### config.mk
export PLATFORM = sky130hd
export DESIGN_NAME = bwt_last_column_out_flat
export DESIGN_NICKNAME = d
export VERILOG_FILES = /design/src/rtl/bwt_last_column_out_if.sv /design/src/rtl/bwt_last_column_out.sv /design/src/flat_wrapper.sv
export SDC_FILE = /design/constraint.sdc
export NUM_CORES = 1
export LEC_CHECK = 0
export ABC_CLOCK_PERIOD_IN_PS = 6650
export CORE_ASPECT_RATIO = 1.2
export CORE_MARGIN = 3
export CORE_UTILIZATION = 30
export CTS_BUF_LIST = sky130_fd_sc_hd__clkbuf_16
export CTS_CLUSTER_SIZE = 30
export DETAILED_ROUTE_END_ITERATION = 12
export GPL_ROUTABILITY_DRIVEN = 0
export PLACE_DENSITY = 0.52
export SLEW_MARGIN = 20
export SYNTH_ARGS = -nofsm -noshare
export SYNTH_HDL_FRONTEND = slang
export SYNTH_SLANG_ARGS = --single-unit
### constraint.sdc
create_clock -name clk -period 6.65 [get_ports clk]
set_input_delay 0.9975 -clock clk [delete_from_list [all_inputs] [get_ports clk]]
set_output_delay 0.9975 -clock clk [all_outputs]
set_load 0.02 [all_outputs]
### src/rtl/bwt_last_column_out_if.sv
// Output byte stream of the BWT last-column stage: valid/ready handshake
// carrying one BWT byte per transfer plus an end-of-block marker.
interface bwt_last_column_out_if;
    logic       out_valid;
    logic       out_ready;
    logic [7:0] out_data;
    logic       out_last;

    modport master (
        output out_valid,
        output out_data,
        output out_last,
        input  out_ready
    );

    modport slave (
        input  out_valid,
        input  out_data,
        input  out_last,
        output out_ready
    );
endinterface

### src/rtl/bwt_last_column_out.sv
// BWT last-column output stage. Captures the last byte of each sorted
// rotation row into a small buffer, records the first row equal to the
// unrotated string as the primary index, then streams the buffered bytes
// out over a valid/ready handshake and pulses done with the index.
module bwt_last_column_out #(
    parameter int COLUMN     = 3,
    parameter int STRING_LEN = 8,
    parameter int IDX_W      = 3
) (
    input  logic                  clk,
    input  logic                  rst,
    input  logic                  start,
    input  logic [8*COLUMN-1:0]   orig_row,
    input  logic                  row_valid,
    input  logic [8*COLUMN-1:0]   row_data,
    bwt_last_column_out_if.master out_if,
    output logic [IDX_W-1:0]      prim_idx,
    output logic                  prim_found,
    output logic                  done,
    output logic                  overrun
);

    localparam int                 CNT_W    = IDX_W + 1;
    localparam logic [CNT_W-1:0]   CNT_LAST = CNT_W'(STRING_LEN - 1);

    typedef enum logic [1:0] {
        S_IDLE    = 2'd0,
        S_COLLECT = 2'd1,
        S_EMIT    = 2'd2,
        S_DONE    = 2'd3
    } state_t;

    state_t                  state_q;
    logic [CNT_W-1:0]        wr_cnt_q;
    logic [CNT_W-1:0]        rd_cnt_q;
    logic                    match_q;
    logic [STRING_LEN-1:0]   bvld_q;
    logic [8*COLUMN-1:0]     orig_q;
    logic [7:0]              buf_q [STRING_LEN];
    logic                    out_valid_q;
    logic [7:0]              out_data_q;
    logic                    out_last_q;
    logic [IDX_W-1:0]        prim_idx_q;
    logic                    prim_found_q;
    logic                    done_q;
    logic                    overrun_q;

    logic [CNT_W-1:0]        wr_cnt_d;
    logic [CNT_W-1:0]        rd_cnt_d;
    logic [IDX_W-1:0]        wr_idx;
    logic [IDX_W-1:0]        rd_nxt_idx;
    logic [7:0]              rd_nxt_byte_d;
    logic [7:0]              first_byte_d;
    logic                    start_acc;
    logic                    row_we;
    logic                    row_hit;

    // Counter increments, buffer read ports and write/arm qualifiers.
    always_comb begin
        wr_cnt_d      = wr_cnt_q + CNT_W'(1);
        rd_cnt_d      = rd_cnt_q + CNT_W'(1);
        wr_idx        = wr_cnt_q[IDX_W-1:0];
        rd_nxt_idx    = rd_cnt_d[IDX_W-1:0];
        rd_nxt_byte_d = bvld_q[rd_nxt_idx] ? buf_q[rd_nxt_idx] : 8'h00;
        first_byte_d  = bvld_q[0] ? buf_q[0] : 8'h00;
        // A start is only honoured while no output is in flight.
        start_acc     = start && ((state_q == S_IDLE) || (state_q == S_COLLECT));
        // A start in the same cycle as a row restarts the block; the row is dropped.
        row_we        = (state_q == S_COLLECT) && row_valid && !start;
        row_hit       = (row_data == orig_q);
    end

    // Data storage: latched original string and last-column byte buffer.
    always_ff @(posedge clk) begin
        if (start_acc) begin
            orig_q <= orig_row;
        end
        if (row_we) begin
            buf_q[wr_idx] <= row_data[8*COLUMN-1 -: 8];
        end
    end

    // Block sequencer with all handshake and status outputs registered.
    always_ff @(posedge clk or negedge rst) begin
        if (!rst) begin
            state_q      <= S_IDLE;
            wr_cnt_q     <= '0;
            rd_cnt_q     <= '0;
            match_q      <= 1'b0;
            bvld_q       <= '0;
            out_valid_q  <= 1'b0;
            out_data_q   <= '0;
            out_last_q   <= 1'b0;
            prim_idx_q   <= '1;
            prim_found_q <= 1'b0;
            done_q       <= 1'b0;
            overrun_q    <= 1'b0;
        end else begin
            done_q <= 1'b0;
            if (start_acc) begin
                state_q      <= S_COLLECT;
                wr_cnt_q     <= '0;
                rd_cnt_q     <= '0;
                match_q      <= 1'b0;
                bvld_q       <= '0;
                prim_idx_q   <= '1;
                prim_found_q <= 1'b0;
                overrun_q    <= 1'b0;
            end else begin
                case (state_q)
                    S_IDLE: begin
                        state_q <= S_IDLE;
                    end
                    S_COLLECT: begin
                        if (row_we) begin
                            bvld_q[wr_idx] <= 1'b1;
                            wr_cnt_q       <= wr_cnt_d;
                            // First match wins so periodic strings report the lowest row.
                            if (row_hit && !match_q) begin
                                prim_idx_q <= wr_idx;
                                match_q    <= 1'b1;
                            end
                            if (wr_cnt_q == CNT_LAST) begin
                                state_q     <= S_EMIT;
                                out_valid_q <= 1'b1;
                                out_data_q  <= first_byte_d;
                                out_last_q  <= 1'b0;
                            end
                        end
                    end
                    S_EMIT: begin
                        // Rows arriving now have nowhere to go; flag and drop them.
                        if (row_valid) begin
                            overrun_q <= 1'b1;
                        end
                        if (out_valid_q && out_if.out_ready) begin
                            rd_cnt_q <= rd_cnt_d;
                            if (out_last_q) begin
                                state_q      <= S_DONE;
                                out_valid_q  <= 1'b0;
                                out_last_q   <= 1'b0;
                                done_q       <= 1'b1;
                                prim_found_q <= match_q;
                            end else begin
                                out_data_q <= rd_nxt_byte_d;
                                out_last_q <= (rd_cnt_d == CNT_LAST);
                            end
                        end
                    end
                    S_DONE: begin
                        state_q <= S_IDLE;
                    end
                    default: begin
                        state_q <= S_IDLE;
                    end
                endcase
            end
        end
    end

    assign out_if.out_valid = out_valid_q;
    assign out_if.out_data  = out_data_q;
    assign out_if.out_last  = out_last_q;
    assign prim_idx         = prim_idx_q;
    assign prim_found       = prim_found_q;
    assign done             = done_q;
    assign overrun          = overrun_q;

endmodule

### src/flat_wrapper.sv
// flat-port wrapper written by rule: the top's interface ports become plain ports
module bwt_last_column_out_flat 
#(
    parameter int COLUMN     = 3,
    parameter int STRING_LEN = 8,
    parameter int IDX_W      = 3
)
  (clk, rst, start, orig_row, row_valid, row_data, prim_idx, prim_found, done, overrun, out_if_out_valid, out_if_out_data, out_if_out_last, out_if_out_ready);
  bwt_last_column_out_if out_if_i ();
  input  logic clk;
  input  logic rst;
  input  logic start;
  input  logic [8*COLUMN-1:0] orig_row;
  input  logic row_valid;
  input  logic [8*COLUMN-1:0] row_data;
  output logic [IDX_W-1:0] prim_idx;
  output logic prim_found;
  output logic done;
  output logic overrun;
  output wire logic [$bits(out_if_i.out_valid)-1:0] out_if_out_valid;
  output wire logic [$bits(out_if_i.out_data)-1:0] out_if_out_data;
  output wire logic [$bits(out_if_i.out_last)-1:0] out_if_out_last;
  input wire logic [$bits(out_if_i.out_ready)-1:0] out_if_out_ready;
  assign out_if_out_valid = out_if_i.out_valid;
  assign out_if_out_data = out_if_i.out_data;
  assign out_if_out_last = out_if_i.out_last;
  assign out_if_i.out_ready = out_if_out_ready;
  bwt_last_column_out #(.COLUMN(COLUMN), .STRING_LEN(STRING_LEN), .IDX_W(IDX_W)) u_core (.clk(clk), .rst(rst), .start(start), .orig_row(orig_row), .row_valid(row_valid), .row_data(row_data), .out_if(out_if_i), .prim_idx(prim_idx), .prim_found(prim_found), .done(done), .overrun(overrun));
endmodule
==> Word-level counts from Yosys, hierarchy flattened <==
Memories as Yosys holds them, arrays and structs flattened.
Index checks and enable logic that the tools add are counted.
{ "totals": {"mem_count": 1, "ramBits": 64, "reg_bits": 59, "wordCells": 121, "output_inout_bits": 16} }
{ "mem_list": {"columns": ["memory", "words", "width", "read_ports", "rd_clocked_by_memory_dff", "wr", "line", "source"], "rows": [
  ["u_core.buf_q", 8, 8, 2, 0, 1, "bwt_last_column_out.sv:39", "logic [7:0] buf_q [STRING_LEN];"]
]} }
{ "op_classes": {"addsub": 2, "n_mux": 57, "bitwise_logic": 2, "reduce_logical": 28, "n_eq_ne": 15, "order_cmp": 3} }
{ "op_table": {"columns": ["operator", "n"], "rows": [
  ["8-bit two-way mux", 9],
  ["1-bit two-way mux", 27],
  ["24-bit == test", 1],
  ["4-bit two-way mux", 6],
  ["8-bit case mux with 2 select lines", 1],
  ["2-bit nonzero test", 8],
  ["3-bit two-way mux", 4],
  ["6-bit AND reduction", 2],
  ["2-bit two-way mux", 5],
  ["3-bit by 1-bit != test with 1-bit output (second input constant)", 3],
  ["4-bit by 1-bit adder with 4-bit output (second input constant)", 2],
  ["4-bit by 3-bit == test with 1-bit output (second input constant)", 2],
  ["3-bit by 4-bit less-than comparator with 1-bit output (second input constant)", 2],
  ["8-bit bitwise OR", 1],
  ["1-bit logical AND", 6],
  ["2-bit by 1-bit != test with 1-bit output (second input constant)", 3],
  ["2-bit case mux with 3 select lines", 1],
  ["2-bit AND reduction", 3],
  ["3-bit AND reduction", 2],
  ["5-bit AND reduction", 1],
  ["2-bit == test (second input constant)", 2],
  ["2-bit != test (second input constant)", 2],
  ["1-bit case mux with 2 select lines", 2],
  ["4-bit AND reduction", 1],
  ["10 further kinds", 11]
]} }

==> Longest topological paths before layout <==
{ "depth": {"depth_word": 8, "ltp_mapped": 10, "mapped_depth_nobuf": 7} }

==> Worst setup path after synthesis <==
OpenSTA, ideal clock, no wires.
{ "synth_path": {"path_type": "input port to flip-flop", "from": "in start", "to": "reg u_core.orig_q[0], enable pin", "path_slack_ns": 3.973, "n_path_buf": 2, "required_ns": 6.252, "t_arrival_ns": 2.280, "setup_time_ns": 0.398, "path_stages": 4, "path_cell_list": "o21ai_1 > inv_1 > buf_2 > buf_1"} }
{ "synth_between": {"elab_chain_cells": 1} }
{ "synth_rtl": {"columns": ["item", "line", "source"], "rows": [
  ["start, declared", "flat_wrapper.sv:12", "input logic start;"],
  ["1-bit logical AND", "bwt_last_column_out.sv:67", "start_acc = start && ((state_q == S_IDLE) || (state_q == S_COLLECT));"],
  ["via u_core.start_acc", "bwt_last_column_out.sv:54", "logic start_acc;"],
  ["end signal, assigned", "bwt_last_column_out.sv:76", "orig_q <= orig_row;"],
  ["end, declared", "bwt_last_column_out.sv:38", "logic [8*COLUMN-1:0] orig_q;"]
]} }
The timed path passes the listed nets, and every way through them passes these cells.
A chain may end at the register's enable or synchronous reset.

==> Final worst setup path <==
{ "layout_path": {"from": "reg u_core.rd_cnt_q[0]", "to": "reg u_core.out_data_q[7] (netlist: u_core.out_if.out_data[7])"} }
{ "layout_between": {"elab_chain_cells": 7} }
{ "layout_rtl": {"columns": ["item", "line", "source"], "rows": [
  ["start, declared", "bwt_last_column_out.sv:35", "logic [CNT_W-1:0] rd_cnt_q;"],
  ["start signal, assigned", "bwt_last_column_out.sv:137", "rd_cnt_q <= rd_cnt_d;"],
  ["4-bit by 1-bit adder with 4-bit output (*)", "bwt_last_column_out.sv:61", "rd_cnt_d = rd_cnt_q + CNT_W'(1);"],
  ["1-bit binary-select mux with 3-bit select", "bwt_last_column_out.sv:64", "rd_nxt_byte_d = bvld_q[rd_nxt_idx] ? buf_q[rd_nxt_idx] : 8'h00;"],
  ["1-bit two-way mux (implied by the code)", "bwt_last_column_out.sv:64", null],
  ["8-bit two-way mux (*)", "bwt_last_column_out.sv:64", null],
  ["8-bit two-way mux (*)", "bwt_last_column_out.sv:138", "if (out_last_q) begin"],
  ["8-bit two-way mux (*)", "bwt_last_column_out.sv:136", "if (out_valid_q && out_if.out_ready) begin"],
  ["8-bit case mux with 2 select lines (*)", "bwt_last_column_out.sv:110", "case (state_q)"],
  ["end signal, assigned", "bwt_last_column_out.sv:126", "out_data_q <= first_byte_d;"],
  ["end signal, assigned", "bwt_last_column_out.sv:145", "out_data_q <= rd_nxt_byte_d;"],
  ["end, declared", "bwt_last_column_out.sv:41", "logic [7:0] out_data_q;"]
]} }
Every way passes the cells marked *; elsewhere a longest branch is shown, timed or not. The select of a mux whose other input is x is not followed.

==> flow_metrics.py <==
metrics = {
    "placed_design": {
        "dp_hpwl_um": 7126,
        "numPortBuffers": 68,
        "dp_slack_ps": 3344,
    },
    "grt": {
        "grt_max_degree": 44,
        "use_met3": 0.03438,
        "grt_usage": 0.1203,
        "grt_pass1_vias": 3140,
        "gr-usage-met2": 0.2032,
        "grt_pass1_wl_um": 17120,
        "grt_antenna_before_repair": 0,
        "grt.met1_usage": 0.1458,
        "grt.overflow.total": 0,
        "grt_most_used_layer": "met2",
    },
    "setup_path": {
        "cpPeakStageDelay_ps": 890,
        "start_kind": "register",
        "cp_max_fo": 21,
        "crit_type": "register to register",
        "crit_arrival_ps": 3220,
        "crit_required_ps": 6900,
        "crit_chain": "buf_4, inv_1, ha_1, mux4_2, mux2i_1, nor2_4, a22oi_1, a21oi_1",
        "crit_slowest_cell": "ha_1",
        "cp-end-kind": "register",
        "rrSetupSlack_ps": 3680,
    },
    "floorplanning": {
        "num_rows": 51,
        "fp.dieH_um": 149.4,
        "core_um2": 16530,
        "dieArea_um2": 18740,
        "initial_utilization": 0.3109,
        "ios": 69,
        "die_x_um": 125.5,
    },
    "timing": {
        "relSlewSlack": 0.3370,
        "worst_slack_ps": 3683,
        "final.period_utilization": 0.4461,
        "fin_setup_tns_ps": 0,
        "timing.fmax_mhz": 337.1,
        "drv_slew": 0,
        "finalSetupViolCount": 0,
        "clock_skew_ps": 6.101,
        "tightest_slew_ps": 990.8,
        "timing.final.hold_violations": 0,
        "min_period_ps": 2967,
        "hold_slack_ps": 501.5,
        "rsz0062_at_grt": "false",
    },
    "final_layout": {
        "final_util": 0.4005,
        "layout_commonest_cell": "edfxtp_1",
        "syn_to_final_growth_pct": 28.80,
        "register_area_um2": 3522,
        "finish.net_count": 468,
        "multi_input_area_um2": 1544,
        "n_fill_cell": 1548,
        "layout_common_cells": "edfxtp_1, clkdlybuf4s50_1, nor2_1",
        "drive_gt1_frac": 0.1449,
        "diodes": 0,
    },
    "synth": {
        "netlist_instances": 329,
        "synth_cell_type_count": 38,
        "synthesis.nets": 389,
        "synth_xor_area_frac": 0.05478,
        "syn_avg_cell_area_um2": 15.62,
        "yosys.area_share.simple": 0.07962,
        "synth_top_family_by_area": "multiplexers",
        "syn_area_um2": 5139,
        "muxShareOfSynthArea": 0.1045,
        "synth-adder-area-share": 0.01704,
        "synth_compound_area_frac": 0.04358,
        "yosysSeqAreaShare": 0.6854,
        "synth-seq-cells": 123,
        "ys_warn_count": 0,
    },
    "clocking": {
        "clock_latency_ps": 410,
        "cts_tree": "yes",
        "clockBufferDepth": 2,
        "path_clk_slew_ps": 50,
        "clock-sinks": 123,
        "root_buffer": "clkbuf_16",
        "cts_buffers": 17,
        "postCtsSetupBuffers": 0,
        "cts-resized-gates": 0,
        "h-tree-depth": 4,
        "cts_hold_buffers": 0,
    },
    "pwr": {
        "p_leak_nw": 2.381,
        "pwr-share-clk": 0.356,
        "p_comb_frac": 0.246,
        "pwr-share-seq": 0.398,
        "p_per_area_nw_per_um2": 376.4,
        "intPower_mw": 1.798,
        "swShare": 0.2784,
        "p_switching_mw": 0.6936,
        "ir_drop_mv": 0.1655,
    },
    "route": {
        "post-route-drc-count": 0,
        "num_vias": 2964,
        "firstDrtPassIters": 4,
        "drtIter0Drc": 165,
        "wl_um": 10760,
        "antenna_left": 0,
        "vias_per_cell": 4.682,
        "drt-wirelength-per-cell_um": 17.00,
    },
    "outcome": {
        "status": "completed",
    },
    "hold_path": {
        "hold_path.class": "register to register",
    },
    "flow_run": {
        "maxCapViolations": 0,
    },
}
==> power groups by stage <==
| stage | Clock (mW) | Combinational (mW) | Sequential (mW) |
|---|---|---|---|
| after global placement | 0 | 0.617 | 1.01 |
| final | 0.887 | 0.612 | 0.993 |
| after global routing | 0.946 | 0.682 | 1.00 |
| after CTS | 0.905 | 0.627 | 0.993 |
| after detailed placement | 0 | 0.623 | 1.01 |
| after floorplan | 0 | 0.395 | 1.03 |
==> per-layer routing <==
metal	share of wire	wire length, um
met4	0.018	189
met3	0.049	524
met5	0	0
met1	0.43	4574
met2	0.51	5470
==> stage by stage <==
step	power, mW	area [um^2]	instances
finish	2.492	6619	633
CTS	2.525	6614	633
global placement	1.623	6043	601
global route	2.631	6619	633
floorplan	1.424	5139	329
detailed placement	1.631	6043	601
==> final cells by class <==
class	count	share of cell area
Sequential cell	123	0.5321
Multi-Input combinational cell	190	0.2333
Timing Repair Buffer	71	0.1055
Clock buffer	17	0.06427
Tap cell	212	0.04008
Clock inverter	15	0.02193
Inverter	5	0.002836
==> Yosys cell counts <==
library cell | count | share of area
nor3_1 | 4 | 0.0039
nor2_4 | 1 | 0.0022
edfxtp_1 | 88 | 0.51
and3_1 | 2 | 0.0024
clkbuf_1 | 1 | 0.00073
o21ai_0 | 11 | 0.011
o21ai_1 | 2 | 0.0019
and4_1 | 1 | 0.0017
mux4_2 | 18 | 0.079
nand2b_1 | 5 | 0.0061
a21boi_0 | 1 | 0.0015
buf_2 | 7 | 0.0068
a22oi_1 | 8 | 0.012
o21a_1 | 1 | 0.0015
a22o_1 | 1 | 0.0017
dfstp_2 | 3 | 0.015
xnor2_1 | 6 | 0.010
nor2b_1 | 1 | 0.0012
xor2_1 | 23 | 0.039
and4b_1 | 1 | 0.0019
or3_1 | 1 | 0.0012
clkbuf_2 | 1 | 0.00097
mux2i_1 | 3 | 0.0058
nand2_1 | 9 | 0.0066
buf_6 | 1 | 0.0022
nor2_1 | 38 | 0.028
nand3_1 | 10 | 0.0097
buf_1 | 1 | 0.00073
nand4_1 | 3 | 0.0037
inv_1 | 5 | 0.0037
nor4_1 | 5 | 0.0061
a21oi_1 | 15 | 0.015
xor2_4 | 1 | 0.0054
ha_1 | 7 | 0.017
nand4b_1 | 2 | 0.0034
dfrtp_1 | 32 | 0.16
and3b_1 | 1 | 0.0017
mux2_2 | 9 | 0.020
==> state kept, by name, summed over array words and instances (netlist names), 2 cells and up <==
name	count
u_core.buf_q	64
u_core.bvld_q	8
u_core.orig_q	24
u_core.out_if.out_data	8
u_core.prim_idx	3
u_core.rd_cnt_q	4
u_core.state_q	2
u_core.wr_cnt_q	4
==> logic make-up (layout without fill, tap and decap cells) <==
group | Yosys count | in the layout
adders and majority gates | 7 | 7
muxes | 30 | 30
buffers and inverters | 16 | 108
xor gates and xnor gates | 30 | 30
AOI/OAI and AO/OA | 39 | 39
and+or+nand+nor | 84 | 84
DFF | 123 | 123
==> worst paths after layout <==
path | startpoint | to | cells after the start
worst min-delay path | u_core.bvld_q[7] | u_core.bvld_q[7] | 2
worst max-delay path | u_core.rd_cnt_q[0] | u_core.out_if.out_data[7] | 8
max in group asynchronous | rst | u_core.out_if.out_data[5] | 1
min in group asynchronous | rst | u_core.out_if.out_data[2] | 1
worst min register to register | u_core.bvld_q[7] | u_core.bvld_q[7] | 2
worst max register to register | u_core.rd_cnt_q[0] | u_core.out_if.out_data[7] | 8
==> critical path, delay by kind of cell, from the launching register on <==
kind,cells,cell delay (ps)
adders and majority gates,1,890
muxes,2,660
buffers and inverters,2,480
AOI/OAI and AO/OA,2,350
DFF,1,320
and+or+nand+nor,1,110
No activity file was read; power rests on OpenSTA's default activity.
